<file path="config.mk">
export PLATFORM = sky130hd
export DESIGN_NAME = pcode_seq_ctrl
export DESIGN_NICKNAME = d
export VERILOG_FILES = /design/src/rtl/gps_pkg.sv /design/src/rtl/pcode_word_packer.sv /design/src/rtl/pcode_seq_ctrl.sv
export SDC_FILE = /design/constraint.sdc
export NUM_CORES = 1
export LEC_CHECK = 0
export CAP_MARGIN = 15
export CORE_AREA = 2 2 125 127
export CTS_BUF_LIST = sky130_fd_sc_hd__clkbuf_4 sky130_fd_sc_hd__clkbuf_8
export CTS_CLUSTER_DIAMETER = 30
export CTS_CLUSTER_SIZE = 12
export DETAILED_ROUTE_END_ITERATION = 10
export DIE_AREA = 0 0 127 129
export GPL_TIMING_DRIVEN = 0
export HOLD_SLACK_MARGIN = 0.05
export PLACE_DENSITY = 0.55
export SYNTH_ARGS = -nofsm -noshare
export SYNTH_HDL_FRONTEND = slang
export SYNTH_HIERARCHICAL = 1
export SYNTH_SLANG_ARGS = --single-unit
</file>
<file path="constraint.sdc">
create_clock -name clk -period 7.8 [get_ports clk]
set_clock_uncertainty 0.15 [all_clocks]
set_input_delay 1.56 -clock clk [delete_from_list [all_inputs] [get_ports clk]]
set_output_delay 1.56 -clock clk [all_outputs]
set_load 0.01 [all_outputs]
</file>
<file path="src/rtl/gps_pkg.sv">
// Shared definitions for the GPS P-code sequencing blocks.
package gps_pkg;

  localparam int SAT_MAX        = 37;
  localparam int WORD_WIDTH_DEF = 32;
  localparam int SAT_WIDTH_DEF  = 6;
  localparam int LEN_WIDTH_DEF  = 24;

  typedef enum logic [2:0] {
    IDLE,
    LOAD,
    RUN,
    DRAIN,
    DONE
  } state_t;

  typedef struct packed {
    logic [SAT_WIDTH_DEF-1:0] sat;
    logic [LEN_WIDTH_DEF-1:0] len;
  } cmd_t;

endpackage

</file>
<file path="src/rtl/pcode_word_packer.sv">
// Packs generator chips MSB-first into words and holds each word on a valid/ready stream.
module pcode_word_packer #(
  parameter int WORD_WIDTH = 32
) (
  input  logic                  clk,
  input  logic                  rst,
  input  logic                  chip_en,
  input  logic                  chip,
  input  logic                  flush,
  input  logic                  out_ready,
  output logic                  word_done,
  output logic                  stall,
  output logic                  out_valid,
  output logic [WORD_WIDTH-1:0] out_data
);

  localparam int CW = $clog2(WORD_WIDTH);
  localparam logic [CW-1:0] LAST = CW'(WORD_WIDTH - 1);

  // Only WORD_WIDTH-1 chips ever need to wait here; the last one goes straight to out_data.
  logic [WORD_WIDTH-2:0] pack;
  logic [CW-1:0]         bit_cnt;

  assign word_done = chip_en & (bit_cnt == LAST);
  assign stall     = (bit_cnt == LAST) & out_valid & ~out_ready;

  always_ff @(posedge clk) begin
    if (rst || flush) begin
      pack      <= '0;
      bit_cnt   <= '0;
      out_valid <= 1'b0;
      out_data  <= '0;
    end else begin
      if (chip_en) begin
        pack <= {pack[WORD_WIDTH-3:0], chip};
        if (bit_cnt == LAST) begin
          out_data <= {pack, chip};
          bit_cnt  <= '0;
        end else begin
          bit_cnt <= bit_cnt + 1'b1;
        end
      end
      // A fresh word loading in the handshake cycle keeps valid high.
      if (word_done)
        out_valid <= 1'b1;
      else if (out_valid && out_ready)
        out_valid <= 1'b0;
    end
  end

endmodule

</file>
<file path="src/rtl/pcode_seq_ctrl.sv">
// Command sequencer: validates {sat, len}, restarts the P-code generator and streams packed words.
// Stream handshake: a word transfers on a cycle where out_valid & out_ready; out_data holds while out_valid & !out_ready.
module pcode_seq_ctrl
  import gps_pkg::*;
#(
  parameter int SAT_WIDTH  = SAT_WIDTH_DEF,
  parameter int WORD_WIDTH = WORD_WIDTH_DEF,
  parameter int LEN_WIDTH  = LEN_WIDTH_DEF
) (
  input  logic                  clk,
  input  logic                  rst,
  input  logic                  cmd_valid,
  output logic                  cmd_ready,
  input  logic [SAT_WIDTH-1:0]  cmd_sat,
  input  logic [LEN_WIDTH-1:0]  cmd_len,
  input  logic                  abort,
  output logic                  busy,
  output logic                  done,
  output logic                  err_bad_cmd,
  output logic                  pcode_prn_changed,
  output logic                  pcode_en,
  output logic [SAT_WIDTH-1:0]  pcode_sat,
  input  logic                  pcode_preg,
  output logic                  out_valid,
  input  logic                  out_ready,
  output logic [WORD_WIDTH-1:0] out_data,
  output state_t                dbg_state
);

  state_t               state, state_nx;
  logic [LEN_WIDTH-1:0] words_left;
  logic                 cmd_fire, cmd_good, flush, word_done, stall;

  assign cmd_fire  = cmd_valid & cmd_ready;
  assign cmd_good  = (cmd_sat != '0) && (cmd_sat <= SAT_WIDTH'(SAT_MAX)) && (cmd_len != '0);
  assign flush     = abort & (state != IDLE);
  assign dbg_state = state;

  always_ff @(posedge clk) begin
    if (rst) state <= IDLE;
    else     state <= state_nx;
  end

  always_comb begin
    state_nx = state;
    case (state)
      IDLE:    if (cmd_fire && cmd_good) state_nx = LOAD;
      LOAD:    state_nx = RUN;
      RUN:     if (word_done && words_left == LEN_WIDTH'(1)) state_nx = DRAIN;
      DRAIN:   if (out_valid && out_ready) state_nx = DONE;
      DONE:    state_nx = IDLE;
      default: state_nx = IDLE;
    endcase
    if (flush) state_nx = IDLE;
  end

  always_comb begin
    cmd_ready         = (state == IDLE);
    busy              = (state != IDLE);
    pcode_prn_changed = (state == LOAD);
    pcode_en          = (state == RUN) & ~stall;
    done              = (state == DONE) & ~abort;
  end

  always_ff @(posedge clk) begin
    if (rst) begin
      words_left  <= '0;
      pcode_sat   <= '0;
      err_bad_cmd <= 1'b0;
    end else begin
      err_bad_cmd <= cmd_fire & ~cmd_good;
      if (flush) begin
        words_left <= '0;
      end else if (cmd_fire && cmd_good) begin
        words_left <= cmd_len;
        pcode_sat  <= cmd_sat;
      end else if (word_done && words_left != '0) begin
        words_left <= words_left - 1'b1;
      end
    end
  end

  pcode_word_packer #(.WORD_WIDTH(WORD_WIDTH)) u_packer (
    .clk       (clk),
    .rst       (rst),
    .chip_en   (pcode_en),
    .chip      (pcode_preg),
    .flush     (flush),
    .out_ready (out_ready),
    .word_done (word_done),
    .stall     (stall),
    .out_valid (out_valid),
    .out_data  (out_data)
  );

endmodule

</file>
==> impl_metrics.ini <==
[clocking]
ctsHoldBuffers = 0
cts_resized = 0
cts_tree = yes
insertion_delay_ns = 0.38
clock-sinks = 103
htree_levels = 3
post_cts_buffers = 0
cts_root_buffer = clkbuf_8
clockBufferDepth = 2
cts_buffers = 9
path_clk_slew_ns = 0.11

[grt]
grt_first_pass_wirelength_mm = 18.28
antenna_found_initial = 0
grt_pass1_vias = 3663
grt_max_degree = 20
track_usage_pct = 13.95
overflow = 0

[detailed_routing]
drc = 0
first_pass_iters = 4
first_iter_violations = 268
vias = 3935
ant_nets = 0
wire_per_inst_um = 14.26
via_per_inst = 4.937
totalWireLength_mm = 11.37

[worst_setup_path]
required_ns = 7.95
ff2ff_setup_slack_ns = 3.50
rr_startpoint = u_packer/bit_cnt[0]$_SDFFE_PP0P_
crit_type = in -> reg
arrival_ns = 5.25
r2r_cells = 15
endpoint_kind = flip-flop
crit_path_start_kind = primary input
critPathMaxFanout = 10
critPathLaunch = out_ready
r2r-end = words_left[23]$_SDFFE_PP0P_
cp-endpoint = words_left[23]$_SDFFE_PP0P_

[worst_hold_path]
hold_class = reg -> reg

[sta]
finalMaxSlewViolations = 0
finalCriticalPeriod_ns = 5.095
hold_viol = 0
period_share_pct = 65.32
fmax_ghz = 0.1963
setup_tns_ns = 0
setup_viol = 0
finalWorstSetupSlack_ns = 2.705
rsz0062_at_grt = no
worst_slew_pin_slew_ns = 0.8831
slew_headroom_pct = 41.07

[floorplanning]
io_pins = 84
core_mm2 = 0.01498
dieArea_mm2 = 0.01638
die_y_um = 129
initial_utilization_pct = 29.79
die_width_um = 127
num_rows = 45

[final_layout]
nets = 645
area_growth_syn_to_layout_pct = 28.35
layout_commonest_cell = dfxtp_1
n_antenna_cell = 0
final_cell_mix = 103 x dfxtp_1, 83 x clkdlybuf4s50_1, 75 x nand2_1
design_area_mm2 = 0.005727
n_fill_cell = 1517
finalNonFillerCells = 797
layout-drive-gt1-share_pct = 6.240

[synth]
ys_seq_elements = 103
synth_area_mm2 = 0.004462
synthFlopType = dfxtp_1
synthArstFlopShare_pct = 0
syn_nets = 551
netlist_instances = 510
synth-warning-count = 6
seq_area_frac_synth_pct = 46.21
yosys.cell_types.count = 48
avgSynthCellArea_um2 = 8.749
synth_edf_count = 0

[power]
power_density_mw_per_mm2 = 238.1
p_leak_nw = 1.955
irDropWorstVdd_mv = 0.09571
total_power_mw = 1.364

[placed_design]
gp_congestion = 0.8248
place_ws_ns = 2.319
place_area_mm2 = 0.005528
dp_hpwl_mm = 8.457
portBuffers = 83
dp.cells = 781

[flow_run]
drv_cap = 0

[outcome]
status = complete, no violations
## Yosys cell counts (5+ instances only)
library cell  number  area (µm²)
dfxtp_1          103        2062
inv_1              6       22.52
mux2i_1           39       390.4
o31ai_1            7       52.55
ha_1               5       62.56
xor2_1            10       87.58
a21oi_1           50       250.2
o21ai_0           27       135.1
a31oi_1            5       31.28
nand3_1           10       50.05
or3_1              7       43.79
nor3_1            11       55.05
clkbuf_1          17       63.81
nand4_1            8       50.05
buf_6              7       78.83
nand2_1           75       281.5
nor2_1            51       191.4
nor4_1            13       81.33
xnor2_1            7       61.31
## area by class of cell
class,count,area (µm²),share of cell area [%]
Sequential cell,103,2062,36.01
Timing Repair Buffer,83,830.8,14.51
Tap cell,188,235.2,4.108
Inverter,7,28.78,0.5025
Buffer,32,192.7,3.365
Clock inverter,6,61.31,1.071
Clock buffer,10,137.6,2.403
Multi-Input combinational cell,368,2178,38.04
## cell families (layout without fill, tap and decap cells)
group	Yosys count	in the layout	share of synthesized area, %
AO/OA/AOI/OAI	109	109	14.16
XOR/XNOR	17	17	3.337
adder cells (fa/ha/maj)	5	5	1.402
buffers and inverters	39	138	4.964
flip-flops	103	103	46.21
multiplexers	39	39	8.749
AND/OR/NAND/NOR	198	198	21.17
## critical path, stage by stage
cell,delay [ns]
clkdlybuf4s50_1,0.49
nand2b_1,0.14
nor2_1,0.04
nor3b_1,0.23
buf_4,0.26
nand2_4,0.13
inv_4,0.15
buf_6,0.16
clkbuf_1,0.29
nor3b_1,0.76
nand3_1,0.33
or4_1,0.53
a31oi_1,0.18
## per-layer routing
metal  wire (µm)  track usage, %
met5           0               0
met4         161           4.525
met3         640           4.657
met1        5042           16.81
met2        5522           23.59
## stage by stage
stage	util, %	hold slack, ns
after floorplan	-	0.2790
after global placement	36.91	0.2943
after detailed placement	36.91	0.2987
after CTS	38.24	0.3126
after global routing	38.24	0.3365
final	38.24	0.3097
## power breakdown
group,internal (mW),switching (mW)
logic,0.182,0.247
clock network,0.133,0.202
registers,0.562,0.0370
total,0.877,0.486
## flip-flops by register name (all words and copies together) (netlist names)
register and cells:
dbg_state 3, err_bad_cmd 1, pcode_sat 6, u_packer/bit_cnt 5, u_packer/out_data 32, u_packer/out_valid 1
u_packer/pack 31, words_left 24
## how the worst min path moves through the flow
stage | start | endpoint | slack, ns | depth (start not counted)
detailed placement | u_packer/out_data[1]$_SDFFE_PP0P_ | u_packer/out_data[1]$_SDFFE_PP0P_ | 0.30 | 2
finish | u_packer/out_data[1]$_SDFFE_PP0P_ | u_packer/out_data[1]$_SDFFE_PP0P_ | 0.31 | 2
global placement | u_packer/out_data[8]$_SDFFE_PP0P_ | u_packer/out_data[8]$_SDFFE_PP0P_ | 0.29 | 2
floorplan | u_packer/pack[30]$_SDFFE_PP0P_ | u_packer/out_data[31]$_SDFFE_PP0P_ | 0.28 | 2
global route | u_packer/out_data[26]$_SDFFE_PP0P_ | u_packer/out_data[26]$_SDFFE_PP0P_ | 0.34 | 2
CTS | u_packer/out_data[1]$_SDFFE_PP0P_ | u_packer/out_data[1]$_SDFFE_PP0P_ | 0.31 | 2
(Power assumes the default switching activity.)
